### config.mk
export PLATFORM = sky130hd
export DESIGN_NAME = transmitter
export DESIGN_NICKNAME = d
export VERILOG_FILES = /design/src/rtl/usart_pkg.sv /design/src/rtl/parity_checker.sv /design/src/rtl/transmitter.sv
export SDC_FILE = /design/constraint.sdc
export NUM_CORES = 1
export LEC_CHECK = 0
export ABC_CLOCK_PERIOD_IN_PS = 3400
export BUFFER_PORTS_ARGS = -buffer_cell sky130_fd_sc_hd__buf_2
export CAP_MARGIN = 0
export CORE_MARGIN = 10
export CORE_UTILIZATION = 50
export CTS_CLUSTER_DIAMETER = 150
export CTS_CLUSTER_SIZE = 40
export DETAILED_ROUTE_END_ITERATION = 8
export GPL_TIMING_DRIVEN = 0
export PLACE_DENSITY = 0.75
export SETUP_SLACK_MARGIN = 0.05
export SLEW_MARGIN = 25
export SYNTH_ARGS = -nofsm -noshare
export SYNTH_HDL_FRONTEND = slang
export SYNTH_SLANG_ARGS = --single-unit
### constraint.sdc
create_clock -name i_txclk -period 3.4 [get_ports i_txclk]
set_clock_uncertainty 0.2 [all_clocks]
set_input_delay 0.17 -clock i_txclk [delete_from_list [all_inputs] [get_ports i_txclk]]
set_output_delay 0.17 -clock i_txclk [all_outputs]
set_load 0.02 [all_outputs]
### src/rtl/usart_pkg.sv
// Shared USART definitions: control-field codes, bit-period constants and
// the transmitter state encoding. Used by both halves of the USART.
package usart_pkg;

  // Parity mode field (UPM). The reserved code behaves like "disabled".
  localparam logic [1:0] UPM_DISABLED = 2'b00;
  localparam logic [1:0] UPM_RESERVED = 2'b01;
  localparam logic [1:0] UPM_EVEN     = 2'b10;
  localparam logic [1:0] UPM_ODD      = 2'b11;

  // Character size field (UCSZ). Reserved codes fall back to 8 bits.
  localparam logic [2:0] UCSZ_5 = 3'b000;
  localparam logic [2:0] UCSZ_6 = 3'b001;
  localparam logic [2:0] UCSZ_7 = 3'b010;
  localparam logic [2:0] UCSZ_8 = 3'b011;
  localparam logic [2:0] UCSZ_9 = 3'b111;

  // Bit period, in transmit-clock cycles.
  localparam int unsigned PERIOD_ASYNC    = 16;
  localparam int unsigned PERIOD_ASYNC_2X = 8;
  localparam int unsigned PERIOD_SYNC     = 1;

  typedef enum logic [2:0] {
    IDLE   = 3'd0,
    START  = 3'd1,
    DATA   = 3'd2,
    PARITY = 3'd3,
    STOP1  = 3'd4,
    STOP2  = 3'd5
  } tx_state_e;

  // Number of data bits for a UCSZ code.
  function automatic logic [3:0] char_bits(input logic [2:0] ucsz);
    case (ucsz)
      UCSZ_5:  return 4'd5;
      UCSZ_6:  return 4'd6;
      UCSZ_7:  return 4'd7;
      UCSZ_8:  return 4'd8;
      UCSZ_9:  return 4'd9;
      default: return 4'd8;
    endcase
  endfunction

  // Last value of the bit timer (P-1) for a speed/mode selection.
  // Sync mode ignores the double-speed bit.
  function automatic logic [3:0] period_max(input logic umsel, input logic u2x);
    if (umsel)    return 4'(PERIOD_SYNC - 1);
    else if (u2x) return 4'(PERIOD_ASYNC_2X - 1);
    else          return 4'(PERIOD_ASYNC - 1);
  endfunction

endpackage

### src/rtl/parity_checker.sv
// Even-parity generator over the low i_frame_size bits of a right-justified
// character. Bits above the character size are ignored.
module parity_checker (
  input  logic [8:0] i_frame,
  input  logic [3:0] i_frame_size,
  output logic       o_parity
);

  // XOR of the bits that belong to the character.
  always_comb begin
    o_parity = 1'b0;
    for (int i = 0; i < 9; i++) begin
      if (4'(i) < i_frame_size) o_parity = o_parity ^ i_frame[i];
    end
  end

endmodule

### src/rtl/transmitter.sv
// USART transmitter: serialises one UDR character per frame onto o_tx as
// start bit, N data bits (MSB first), optional parity, 1 or 2 stop bits.
//
// UDR handshake: i_udr_valid means UDR holds an unsent character. o_udr_load
// is the acceptance strobe; in any cycle where both are high the character on
// i_udr is taken at the next clock edge and UDR may be refilled. Acceptance is
// only possible while idle or in the final cycle of the last stop bit, so a
// waiting character chains onto the previous frame with no idle gap.
module transmitter
  import usart_pkg::*;
(
  input  logic       i_txclk,
  input  logic       i_rst_n,
  input  logic       i_txen,
  input  logic [8:0] i_udr,
  input  logic       i_udr_valid,
  input  logic [1:0] i_upm,
  input  logic [2:0] i_ucsz,
  input  logic       i_usbs,
  input  logic       i_u2x,
  input  logic       i_umsel,
  output logic       o_tx,
  output logic       o_udr_load,
  output logic       o_txc,
  output logic       o_busy
);

  tx_state_e  state_q, state_d;
  logic [3:0] timer_q, timer_d;     // position inside the current bit
  logic [3:0] bits_q, bits_d;       // data bits still to send
  logic [8:0] shift_q, shift_d;     // character, shifted left per data bit
  logic [3:0] n_q, n_d;             // latched character size
  logic       par_en_q, par_en_d;
  logic       odd_q, odd_d;
  logic       two_stop_q, two_stop_d;
  logic [3:0] pmax_q, pmax_d;       // latched bit period minus one
  logic       par_q, par_d;         // parity bit for the frame in flight
  logic       tx_q, tx_d;
  logic       txc_q, txc_d;
  logic       busy_q, busy_d;

  logic       par_raw;
  logic       bit_end;
  logic       last_stop;
  logic       udr_load;
  logic [3:0] tx_idx;

  // The shift register still holds the untouched character during the start
  // bit, which is when the parity result is captured.
  parity_checker u_parity (
    .i_frame      (shift_q),
    .i_frame_size (n_q),
    .o_parity     (par_raw)
  );

  // Next-state, frame sequencing, load strobe and next line level.
  always_comb begin
    state_d    = state_q;
    timer_d    = timer_q;
    bits_d     = bits_q;
    shift_d    = shift_q;
    n_d        = n_q;
    par_en_d   = par_en_q;
    odd_d      = odd_q;
    two_stop_d = two_stop_q;
    pmax_d     = pmax_q;
    par_d      = par_q;
    txc_d      = 1'b0;
    tx_d       = 1'b1;
    tx_idx     = 4'd0;

    bit_end   = (timer_q == pmax_q);
    last_stop = bit_end && (((state_q == STOP1) && !two_stop_q) || (state_q == STOP2));
    udr_load  = i_txen && i_udr_valid && ((state_q == IDLE) || last_stop);

    if (state_q != IDLE) timer_d = bit_end ? 4'd0 : timer_q + 4'd1;

    case (state_q)
      START: begin
        if (timer_q == 4'd0) par_d = par_raw ^ odd_q;
        if (bit_end) state_d = DATA;
      end
      DATA: begin
        if (bit_end) begin
          shift_d = shift_q << 1;
          bits_d  = bits_q - 4'd1;
          if (bits_q == 4'd1) state_d = par_en_q ? PARITY : STOP1;
        end
      end
      PARITY: if (bit_end) state_d = STOP1;
      STOP1:  if (bit_end) state_d = two_stop_q ? STOP2 : IDLE;
      STOP2:  if (bit_end) state_d = IDLE;
      default: state_d = state_q;
    endcase

    // Frame complete with nothing chained behind it.
    if (last_stop && !udr_load) txc_d = 1'b1;

    if (udr_load) begin
      state_d    = START;
      timer_d    = 4'd0;
      shift_d    = i_udr;
      n_d        = char_bits(i_ucsz);
      bits_d     = char_bits(i_ucsz);
      par_en_d   = (i_upm == UPM_EVEN) || (i_upm == UPM_ODD);
      odd_d      = (i_upm == UPM_ODD);
      two_stop_d = i_usbs;
      pmax_d     = period_max(i_umsel, i_u2x);
    end

    tx_idx = n_d - 4'd1;
    case (state_d)
      START:   tx_d = 1'b0;
      DATA:    tx_d = shift_d[tx_idx];
      PARITY:  tx_d = par_d;
      default: tx_d = 1'b1;
    endcase

    busy_d = (state_d != IDLE);
  end

  // State and datapath registers with synchronous active-low reset.
  always_ff @(posedge i_txclk) begin
    if (!i_rst_n) begin
      state_q    <= IDLE;
      timer_q    <= 4'd0;
      bits_q     <= 4'd0;
      shift_q    <= 9'd0;
      n_q        <= 4'd0;
      par_en_q   <= 1'b0;
      odd_q      <= 1'b0;
      two_stop_q <= 1'b0;
      pmax_q     <= 4'd0;
      par_q      <= 1'b0;
      tx_q       <= 1'b1;
      txc_q      <= 1'b0;
      busy_q     <= 1'b0;
    end else begin
      state_q    <= state_d;
      timer_q    <= timer_d;
      bits_q     <= bits_d;
      shift_q    <= shift_d;
      n_q        <= n_d;
      par_en_q   <= par_en_d;
      odd_q      <= odd_d;
      two_stop_q <= two_stop_d;
      pmax_q     <= pmax_d;
      par_q      <= par_d;
      tx_q       <= tx_d;
      txc_q      <= txc_d;
      busy_q     <= busy_d;
    end
  end

  assign o_tx       = tx_q;
  assign o_txc      = txc_q;
  assign o_busy     = busy_q;
  assign o_udr_load = udr_load;

endmodule
==> results of run 1 <==
## layout make-up
| class | instances | area (um^2) | area share (%) |
|---|---|---|---|
| Sequential cell | 33 | 664 | 27.0 |
| Inverter | 11 | 53.8 | 2.18 |
| Buffer | 12 | 88.8 | 3.60 |
| Tap cell | 48 | 60.1 | 2.44 |
| Timing Repair Buffer | 45 | 303 | 12.3 |
| Clock buffer | 7 | 86.3 | 3.50 |
| Multi-Input combinational cell | 185 | 1210 | 49.0 |
## synthesized netlist by cell type, types with 2 or more instances
cell type | instances | area, um^2
sky130_fd_sc_hd__nand2b_1 | 2 | 12.5
sky130_fd_sc_hd__a211o_1 | 2 | 17.5
sky130_fd_sc_hd__nor2_1 | 33 | 124
sky130_fd_sc_hd__nor3_1 | 9 | 45.0
sky130_fd_sc_hd__xor2_1 | 6 | 52.6
sky130_fd_sc_hd__dfxtp_1 | 33 | 661
sky130_fd_sc_hd__a21o_1 | 2 | 15.0
sky130_fd_sc_hd__nand3_1 | 9 | 45.0
sky130_fd_sc_hd__or4_1 | 2 | 15.0
sky130_fd_sc_hd__o21ai_0 | 12 | 60.1
sky130_fd_sc_hd__buf_6 | 2 | 22.5
sky130_fd_sc_hd__clkbuf_1 | 7 | 26.3
sky130_fd_sc_hd__nor4_1 | 3 | 18.8
sky130_fd_sc_hd__a311oi_1 | 3 | 26.3
sky130_fd_sc_hd__or3b_2 | 2 | 17.5
sky130_fd_sc_hd__inv_1 | 9 | 33.8
sky130_fd_sc_hd__a21oi_1 | 22 | 110
sky130_fd_sc_hd__a211oi_1 | 6 | 45.0
sky130_fd_sc_hd__a31oi_1 | 3 | 18.8
sky130_fd_sc_hd__ha_1 | 5 | 62.6
sky130_fd_sc_hd__mux2i_1 | 9 | 90.1
sky130_fd_sc_hd__or3_1 | 3 | 18.8
sky130_fd_sc_hd__and2_1 | 3 | 18.8
sky130_fd_sc_hd__nor2b_1 | 4 | 25.0
sky130_fd_sc_hd__buf_2 | 3 | 15.0
sky130_fd_sc_hd__o21a_1 | 2 | 15.0
sky130_fd_sc_hd__xnor2_1 | 6 | 52.6
sky130_fd_sc_hd__mux2_2 | 2 | 22.5
sky130_fd_sc_hd__nand2_1 | 20 | 75.1
## through the flow
step	total power, uW	TNS [ns]
floorplan	741	0
finish	1190	-0.0740
CTS	1180	-0.0464
global placement	829	-0.269
global route	1260	-0.184
detailed placement	832	-0.287
## registers in the layout (all words and copies together), names as in the netlist
name        flops
o_txc           1
pmax_q          2
o_busy          1
par_en_q        1
timer_q         4
shift_q         9
par_q           1
odd_q           1
state_q         3
n_q             4
o_tx            1
bits_q          4
two_stop_q      1
## kinds of logic after synthesis
kind of cell | synth area share, %
and+or+nand+nor | 23.6
AOI/OAI and AO/OA | 19.7
DFF | 34.2
buffers and inverters | 6.08
xor gates and xnor gates | 6.60
muxes | 6.60
adders and majority gates | 3.24
## where the power goes
part           internal [uW]  total, uW  switching [uW]  leakage, uW
logic                    197        425             229     0.000676
registers                428        463            35.4     0.000270
clock network            160        299             139    0.0000443
## repair_timing
item / 4_1_cts / 5_1_grt
setup endpoints to repair: 1 / 1
hold buffers: 10 / 0
endpoints found under the hold margin: 10 / 0
setup buffers: 10 / 1
resized for setup: 8 / 2
pin swaps: 7 / 2
## worst paths after layout
path / start / endpoint / slack, ns / cells after the start
min reg2reg: par_en_q / par_en_q / 0.28 / 2
max reg2reg: timer_q[1] / o_tx / -0.07 / 14
max: timer_q[1] / o_tx / -0.07 / 14
min: i_udr[1] / shift_q[1] / -0.006 / 3
## worst max-delay path, cell delays in order (launching register included)
cell	delay, ns
sky130_fd_sc_hd__dfxtp_4	0.34
sky130_fd_sc_hd__or4_4	0.54
sky130_fd_sc_hd__a21o_1	0.20
sky130_fd_sc_hd__buf_6	0.13
sky130_fd_sc_hd__o21a_1	0.18
sky130_fd_sc_hd__buf_6	0.14
sky130_fd_sc_hd__clkbuf_16	0.15
sky130_fd_sc_hd__nor3_4	0.20
sky130_fd_sc_hd__a21oi_2	0.08
sky130_fd_sc_hd__ha_4	0.32
sky130_fd_sc_hd__inv_4	0.05
sky130_fd_sc_hd__a311oi_2	0.21
sky130_fd_sc_hd__o2111ai_2	0.13
sky130_fd_sc_hd__a22o_1	0.25
sky130_fd_sc_hd__a211o_1	0.26
## routing by layer
layer / share of wire (%) / vias to the layer above / global-route usage [%]
met5: 0 / - / 0
met4: 1.9 / 0 / 7.99
met3: 5.9 / 7 / 4.75
met2: 49 / 51 / 26.7
met1: 43 / 865 / 21.1
li1: - / 962 / -
==> flow_summary.json, run 1 <==
{
  "cts_num_sinks": 33,
  "powerDensity_mw_per_mm2": 482,
  "tritoncts": "built",
  "hold_path_class": "in -> reg",
  "area_growth_pct": 27.5,
  "clkLatencyLatePin_ns": 0.29,
  "ys_seq_area_share_pct": 34.2,
  "placementRows": 22,
  "final.hold.worst_slack_ns": -0.00582,
  "vdd.ir_drop.worst_mv": 0.326,
  "global_route.usage.total_pct": 17.0,
  "grt_max_degree": 11,
  "slew_violations": 0,
  "final_layout_size_suffix_gt1_share_pct": 22.9,
  "timing.final.setup_violations": 1,
  "finalNonFillerCells": 341,
  "post_drt_wl_per_cell_um": 15.7,
  "detailed_place_hpwl_mm": 3.57,
  "maximum_buffer_depth_of_the_clock_tree": 2,
  "clk_tree_root_cell": "sky130_fd_sc_hd__clkbuf_8",
  "worst_pin_slew_ns": 0.584,
  "global_route.overflow_total": 0,
  "place.detailed.instances": 314,
  "postSynth.asyncResetShare_pct": 0,
  "fin_nets": 319,
  "post_drt_via_cell_ratio": 5.53,
  "initial_cell_density_of_the_core_pct": 52.4,
  "period_share_pct": 102,
  "yosys_register_bits": 33,
  "critPathRequiredTime_ns": 3.38,
  "final_critical_path_setup_slack_ns": -0.0740,
  "synth_enable_flop_cells": 0,
  "worst-setup-path-type": "reg -> reg",
  "grt_pass1_wl_mm": 8.76,
  "synthesis.area_per_instance_um2": 7.99,
  "commonest_register_cell_after_synthesis": "sky130_fd_sc_hd__dfxtp_1",
  "routed-via-count": 1885,
  "height_of_the_die_um": 82.2,
  "layout.cells.most_common": "sky130_fd_sc_hd__nor2_1",
  "peak_fanout_along_the_critical_path": 9,
  "gpl.final_weighted_congestion": 0.878,
  "floorplan.io_pins": 25,
  "mappedNetlistArea_mm2": 0.00193,
  "timing.max_cap.violations": 0,
  "maxClockFrequency_ghz": 0.288,
  "critPathLaunchType": "register",
  "timing.max_slew.rel_slack_pct": 61.1,
  "num_cts_buffers": 5,
  "post_detailed_placement_cell_area_mm2": 0.00214,
  "clock_tree.htree_level_count": 2,
  "filler_cell_count": 318,
  "drt_first_iter_violations": 122,
  "final_hold_viol_count": 1,
  "synth.net_count": 268,
  "drt-pass1-iter-count": 4,
  "ys.warnings.count": 0,
  "rsz0062_at_grt": "true",
  "postRouteWirelength_mm": 5.35,
  "detail_route.drc_violations": 0,
  "post-route-cell-area_mm2": 0.00246,
  "antenna_left": 0,
  "p_leak_uw": 0.000991,
  "violated_checks": "negative hold slack, negative setup slack",
  "number_of_global_route_vias_before_repair": 1826,
  "floorplan.die.width_um": 82.2,
  "synth.lib_cells_used.distinct": 47,
  "cts.clk_slew.worst_paths_ns": 0.06,
  "setup.worst_path.end_class": "register",
  "worst_ep_arrival_time_ns": 3.46,
  "core_mm2": 0.00369,
  "placement.setup.worst_slack_ns": -0.287,
  "antenna_cells_inserted": 0,
  "die_area_mm2": 0.00675,
  "mostFrequentLayoutCells": "sky130_fd_sc_hd__nor2_1, sky130_fd_sc_hd__dfxtp_1, sky130_fd_sc_hd__buf_2",
  "synthCells": 242,
  "fin_crit_ns": 3.47,
  "outcome": "finished with violations",
  "postLayoutCoreUtil_pct": 66.8,
  "grt_antenna_before_repair": 0,
  "port_buffers": 24
}
(Power assumes the default switching activity.)
==> inputs of run 2 (changes only) <==
--- a/config.mk
+++ b/config.mk
@@ -8,13 +8,15 @@
 export ABC_CLOCK_PERIOD_IN_PS = 3400
 export BUFFER_PORTS_ARGS = -buffer_cell sky130_fd_sc_hd__buf_2
 export CAP_MARGIN = 0
+export CELL_PAD_IN_SITES_DETAIL_PLACEMENT = 1
+export CELL_PAD_IN_SITES_GLOBAL_PLACEMENT = 1
 export CORE_MARGIN = 10
-export CORE_UTILIZATION = 50
+export CORE_UTILIZATION = 38
 export CTS_CLUSTER_DIAMETER = 150
 export CTS_CLUSTER_SIZE = 40
 export DETAILED_ROUTE_END_ITERATION = 8
 export GPL_TIMING_DRIVEN = 0
-export PLACE_DENSITY = 0.75
+export PLACE_DENSITY = 0.77
 export SETUP_SLACK_MARGIN = 0.05
 export SLEW_MARGIN = 25
 export SYNTH_ARGS = -nofsm -noshare
==> flow_summary.json, run 2 (synthesized netlist as in run 1, its figures left out) <==
{
  "timing.final.setup_violations": 1,
  "maximum_buffer_depth_of_the_clock_tree": 2,
  "post_drt_via_cell_ratio": 5.46,
  "setup_slack_reg_to_reg_ns": -0.01,
  "placementRows": 25,
  "grt_antenna_before_repair": 0,
  "floorplan.die.width_um": 91.3,
  "whs_path_depth": 3,
  "finalNonFillerCells": 359,
  "peak_fanout_along_the_critical_path": 5,
  "worstPathCellList": "or4_4 > a21o_1 > o21a_1 > buf_6 > clkbuf_16 > nor3_4 > a21oi_4 > ha_4 > inv_4 > a311oi_2 > o2111ai_1 > a22o_1 > a211o_1",
  "drt_first_iter_violations": 111,
  "final.hold.worst_slack_ns": -0.00719,
  "num_cts_buffers": 5,
  "grt_met1_usage_pct": 17.9,
  "antenna_left": 0,
  "largest_reg_flops": 9,
  "global_route.usage.total_pct": 14.4,
  "final_critical_path_setup_slack_ns": -0.0149,
  "powerDensity_mw_per_mm2": 504,
  "number_of_global_route_vias_before_repair": 2024,
  "routed-via-count": 1959,
  "hold_path_end": "shift_q[4]",
  "clkLatencyLatePin_ns": 0.28,
  "final_layout_size_suffix_gt1_share_pct": 25.0,
  "violated_checks": "negative hold slack, negative setup slack",
  "place.detailed.instances": 333,
  "post-route-cell-area_mm2": 0.00250,
  "hold_path_class": "in -> reg",
  "drt-pass1-iter-count": 4,
  "critical_path.max_stage_delay_ns": 0.53,
  "critPathLaunchType": "register",
  "post_detailed_placement_cell_area_mm2": 0.00216,
  "register_area_um2": 668,
  "postRouteWirelength_mm": 6.22,
  "grt.met2_usage_pct": 24.3,
  "layout.cells.most_common": "sky130_fd_sc_hd__nor2_1",
  "maxClockFrequency_ghz": 0.293,
  "worst-setup-path-type": "reg -> reg",
  "fin_nets": 318,
  "final_hold_viol_count": 1,
  "cts.clk_slew.worst_paths_ns": 0.07,
  "die_area_mm2": 0.00834,
  "clk_tree_root_cell": "sky130_fd_sc_hd__clkbuf_8",
  "detail_route.drc_violations": 0,
  "setup.worst_path.end_class": "register",
  "worst_ep_arrival_time_ns": 3.38,
  "multi_input_area_mm2": 0.00121,
  "height_of_the_die_um": 91.3,
  "top_register": "shift_q",
  "initial_cell_density_of_the_core_pct": 40.1,
  "grt_pass1_wl_mm": 9.93,
  "worst_pin_slew_ns": 0.591,
  "critPathRequiredTime_ns": 3.37,
  "crit_start": "pmax_q[2]",
  "reg2reg_to": "o_tx",
  "rr_startpoint": "pmax_q[2]",
  "cpLargestDelayFamily": "compound AO/OA/AOI/OAI gates",
  "slew_violations": 0,
  "setup_tns_final_ns": -0.0149,
  "mostFrequentLayoutCells": "sky130_fd_sc_hd__nor2_1, sky130_fd_sc_hd__dfxtp_1, sky130_fd_sc_hd__buf_2",
  "gpl.final_weighted_congestion": 0.823,
  "global_route.overflow_total": 0,
  "post_drt_wl_per_cell_um": 17.3,
  "timing.max_slew.rel_slack_pct": 60.6,
  "rsz0062_at_grt": "true",
  "grt.busiest_layer": "met2",
  "period_share_pct": 100,
  "filler_cell_count": 623,
  "fin_crit_ns": 3.41,
  "rr_worst_depth": 13,
  "clock_tree.htree_level_count": 2,
  "area_growth_pct": 29.6,
  "min-delay-start": "i_udr[4]",
  "antenna_cells_inserted": 0,
  "met3_usage_pct": 3.29,
  "path_buf_inv": 3,
  "tritoncts": "built",
  "cts_num_sinks": 33,
  "core_mm2": 0.00482,
  "grt_max_degree": 11,
  "floorplan.io_pins": 25,
  "timing.critical_path.slowest_stage_cell": "sky130_fd_sc_hd__or4_4",
  "vdd.ir_drop.worst_mv": 0.223,
  "p_leak_uw": 0.00101,
  "port_buffers": 24,
  "outcome": "finished with violations",
  "detailed_place_hpwl_mm": 4.43,
  "timing.max_cap.violations": 0
}
-- run 2: cell types whose count changed in the layout (fill, tap and decap cells not counted), moves of 2 or more --
cell                            before  now
sky130_fd_sc_hd__clkbuf_1            6    4
sky130_fd_sc_hd__buf_4              12   14
sky130_fd_sc_hd__dfxtp_1            32   29
sky130_fd_sc_hd__dfxtp_2             0    3
sky130_fd_sc_hd__dlygate4sd3_1      10    8
-- run 2: stage by stage --
stage | util, % | setup WS [ns] | power, uW
6_report | 52.0 | -0.0149 | 1260
5_1_grt | 52.0 | -0.154 | 1340
4_1_cts | 50.9 | -0.0548 | 1250
3_5_place_dp | 44.9 | -0.287 | 852
3_3_place_gp | 44.9 | -0.311 | 839
2_1_floorplan | - | 0.0274 | 741
-- run 2: where the power goes --
group / switching [uW] / internal (uW)
combinational: 244 / 196
sequential: 37.2 / 428
clock: 144 / 213
-- run 2: layer usage --
layer | share of wire [%] | vias up
li1 | - | 953
met1 | 48 | 978
met2 | 49 | 24
met3 | 2.5 | 4
met4 | 0.63 | 0
met5 | 0 | -
-- run 2: layout make-up --
class                           instances  area share [%]
Multi-Input combinational cell        185            48.4
Sequential cell                        33            26.7
Timing Repair Buffer                   45            11.9
Buffer                                 11            3.40
Tap cell                               67            3.35
Clock buffer                            5            2.75
Inverter                               11            2.15
Clock inverter                          2            1.40
-- run 2: worst max path at each step --
stage | endpoint | depth (start not counted) | slack, ns
final | o_tx | 13 | -0.01
after global routing | o_tx | 14 | -0.15
after CTS | o_tx | 14 | -0.05
after detailed placement | o_tx | 14 | -0.29
after global placement | o_tx | 14 | -0.31
after floorplan | o_tx | 14 | 0.03
-- run 2: timing repair --
item	CTS	global route
pin swaps	9	9
setup endpoints to repair	1	1
gates resized for setup	8	11
buffers inserted	8	5
hold buffers	8	0
hold endpoints to repair	8	0
gates cloned	0	0
-- run 2: worst reg2reg max path: stages, from the launching register on --
cell                        delay [ns]
sky130_fd_sc_hd__dfxtp_2          0.33
sky130_fd_sc_hd__or4_4            0.53
sky130_fd_sc_hd__a21o_1           0.20
sky130_fd_sc_hd__o21a_1           0.20
sky130_fd_sc_hd__buf_6            0.13
sky130_fd_sc_hd__clkbuf_16        0.15
sky130_fd_sc_hd__nor3_4           0.23
sky130_fd_sc_hd__a21oi_4          0.07
sky130_fd_sc_hd__ha_4             0.32
sky130_fd_sc_hd__inv_4            0.05
sky130_fd_sc_hd__a311oi_2         0.24
sky130_fd_sc_hd__o2111ai_1        0.15
sky130_fd_sc_hd__a22o_1           0.24
sky130_fd_sc_hd__a211o_1          0.27
==> inputs of run 3 (changes only) <==
--- a/config.mk
+++ b/config.mk
@@ -5,18 +5,18 @@
 export SDC_FILE = /design/constraint.sdc
 export NUM_CORES = 1
 export LEC_CHECK = 0
-export ABC_CLOCK_PERIOD_IN_PS = 3400
+export ABC_CLOCK_PERIOD_IN_PS = 4300
 export BUFFER_PORTS_ARGS = -buffer_cell sky130_fd_sc_hd__buf_2
 export CAP_MARGIN = 0
 export CELL_PAD_IN_SITES_DETAIL_PLACEMENT = 1
 export CELL_PAD_IN_SITES_GLOBAL_PLACEMENT = 1
 export CORE_MARGIN = 10
-export CORE_UTILIZATION = 38
+export CORE_UTILIZATION = 46
 export CTS_CLUSTER_DIAMETER = 150
 export CTS_CLUSTER_SIZE = 40
 export DETAILED_ROUTE_END_ITERATION = 8
 export GPL_TIMING_DRIVEN = 0
-export PLACE_DENSITY = 0.77
+export PLACE_DENSITY = 0.87
 export SETUP_SLACK_MARGIN = 0.05
 export SLEW_MARGIN = 25
 export SYNTH_ARGS = -nofsm -noshare
==> constraint.sdc (replaced) <==
create_clock -name i_txclk -period 4.3 [get_ports i_txclk]
set_clock_uncertainty 0.2 [all_clocks]
set_input_delay 0.215 -clock i_txclk [delete_from_list [all_inputs] [get_ports i_txclk]]
set_output_delay 0.215 -clock i_txclk [all_outputs]
set_load 0.02 [all_outputs]
==> flow_summary.json, run 3 (synthesized netlist as in run 1, its figures left out) <==
{
  "outcome": "complete, no violations",
  "floorplan.io_pins": 25,
  "power.sequential.fraction_pct": 37.2,
  "cts.clk_slew.worst_paths_ns": 0.07,
  "die_area_mm2": 0.00720,
  "critPathRequiredTime_ns": 4.28,
  "detail_route.drc_violations": 0,
  "post_drt_wl_per_cell_um": 19.3,
  "postLayoutCoreUtil_pct": 56.3,
  "power.share.clock_pct": 31.4,
  "period_share_pct": 90.2,
  "global_route.overflow_total": 0,
  "num_cts_buffers": 5,
  "cts_num_sinks": 33,
  "final_layout_size_suffix_gt1_share_pct": 17.8,
  "grt_antenna_before_repair": 0,
  "power.share.switching_pct": 34.2,
  "antenna_left": 0,
  "worst-setup-path-type": "reg -> reg",
  "global_route.usage.total_pct": 17.5,
  "setup_tns_final_ns": 0,
  "hold_path_class": "in -> reg",
  "routed-via-count": 1936,
  "initial_cell_density_of_the_core_pct": 48.0,
  "tritoncts": "built",
  "critPathLaunchType": "register",
  "drt_first_iter_violations": 113,
  "grt_max_degree": 11,
  "vdd.ir_drop.worst_mv": 0.222,
  "multi_input_area_mm2": 0.00116,
  "powerDensity_mw_per_mm2": 435,
  "clock_tree.htree_level_count": 2,
  "final_hold_viol_count": 0,
  "filler_cell_count": 512,
  "clk_tree_root_cell": "sky130_fd_sc_hd__clkbuf_8",
  "register_area_um2": 661,
  "share_comb_of_total_power_pct": 31.4,
  "fin_nets": 301,
  "peak_fanout_along_the_critical_path": 17,
  "setup.worst_path.end_class": "register",
  "post_detailed_placement_cell_area_mm2": 0.00212,
  "p_leak_uw": 0.000904,
  "area_growth_pct": 17.4,
  "gpl.final_weighted_congestion": 0.869,
  "worst_pin_slew_ns": 0.676,
  "antenna_cells_inserted": 0,
  "switching_power_uw": 338,
  "top_register": "shift_q",
  "timing.final.setup_violations": 0,
  "maxClockFrequency_ghz": 0.258,
  "floorplan.die.width_um": 84.8,
  "drt-pass1-iter-count": 4,
  "final.hold.worst_slack_ns": 0.0143,
  "core_mm2": 0.00403,
  "port_buffers": 24,
  "worst_ep_arrival_time_ns": 3.87,
  "height_of_the_die_um": 84.8,
  "postRouteWirelength_mm": 6.29,
  "maximum_buffer_depth_of_the_clock_tree": 2,
  "rsz0062_at_grt": "false",
  "largest_reg_flops": 9,
  "placementRows": 23,
  "post-route-cell-area_mm2": 0.00227,
  "fin_crit_ns": 3.88,
  "grt_pass1_wl_mm": 10.3,
  "clkLatencyLatePin_ns": 0.30,
  "post_drt_via_cell_ratio": 5.94,
  "slew_violations": 0,
  "internal_power_uw": 650,
  "detailed_place_hpwl_mm": 4.42,
  "timing.max_slew.rel_slack_pct": 54.8,
  "mostFrequentLayoutCells": "sky130_fd_sc_hd__nor2_1, sky130_fd_sc_hd__dfxtp_1, sky130_fd_sc_hd__buf_2",
  "number_of_global_route_vias_before_repair": 2129,
  "timing.max_cap.violations": 0
}
==> run 3: layout make-up <==
cell class | instances | area share, %
inverter | 11 | 2.04
sequential | 33 | 29.1
tap | 50 | 2.76
timing repair buffer | 28 | 7.06
clock buffer | 7 | 3.80
multi-input combinational | 185 | 51.1
buffer | 11 | 2.81
clock inverter | 1 | 1.32
==> run 3: metal layers <==
metal  global-route usage [%]  share of wire (%)  up-vias
li1                         -                  -      921
met1                     21.0                 44      945
met2                     29.2                 48       52
met3                     4.21                5.4       18
met4                     7.19                2.5        0
met5                        0                  0        -
==> run 3: path summary, 6_finish.rpt <==
| kind | from | end | slack (ns) | cells past startpoint |
|---|---|---|---|---|
| max | timer_q[0] | o_tx | 0.42 | 13 |
| min | i_upm[0] | odd_q | 0.01 | 3 |
| max reg2reg | timer_q[0] | o_tx | 0.42 | 13 |
| min reg2reg | two_stop_q | two_stop_q | 0.27 | 2 |
==> run 3: stage by stage <==
stage,power [uW],setup WS (ns),cells
after floorplan,581,0.779,242
after global placement,657,0.269,316
after detailed placement,668,0.262,316
after CTS,986,0.186,328
after global routing,1040,0.299,326
final,988,0.420,326
==> run 3: critical path: stages, from the launching register on <==
cell and delay, ns:
sky130_fd_sc_hd__dfxtp_1 0.38, sky130_fd_sc_hd__or4_4 0.58, sky130_fd_sc_hd__a21o_1 0.21, sky130_fd_sc_hd__buf_6 0.13
sky130_fd_sc_hd__o21a_1 0.19, sky130_fd_sc_hd__buf_6 0.17, sky130_fd_sc_hd__inv_6 0.08, sky130_fd_sc_hd__mux2_4 0.32
sky130_fd_sc_hd__inv_2 0.13, sky130_fd_sc_hd__ha_1 0.33, sky130_fd_sc_hd__a311oi_1 0.35, sky130_fd_sc_hd__o2111ai_1 0.17
sky130_fd_sc_hd__a22o_1 0.26, sky130_fd_sc_hd__a211o_1 0.27
==> run 3: what timing repair did <==
action	CTS	global route
endpoints found under the setup margin	0	1
resized for setup	0	1
buffers inserted	0	0
hold buffers	4	0
hold endpoints to repair	4	0
==> run 3: power groups by stage <==
stage,registers [uW],clock network [uW],logic [uW]
after floorplan,369,0,212
after global placement,368,0,289
after detailed placement,371,0,298
after CTS,364,312,310
after global routing,372,326,339
final,367,311,310
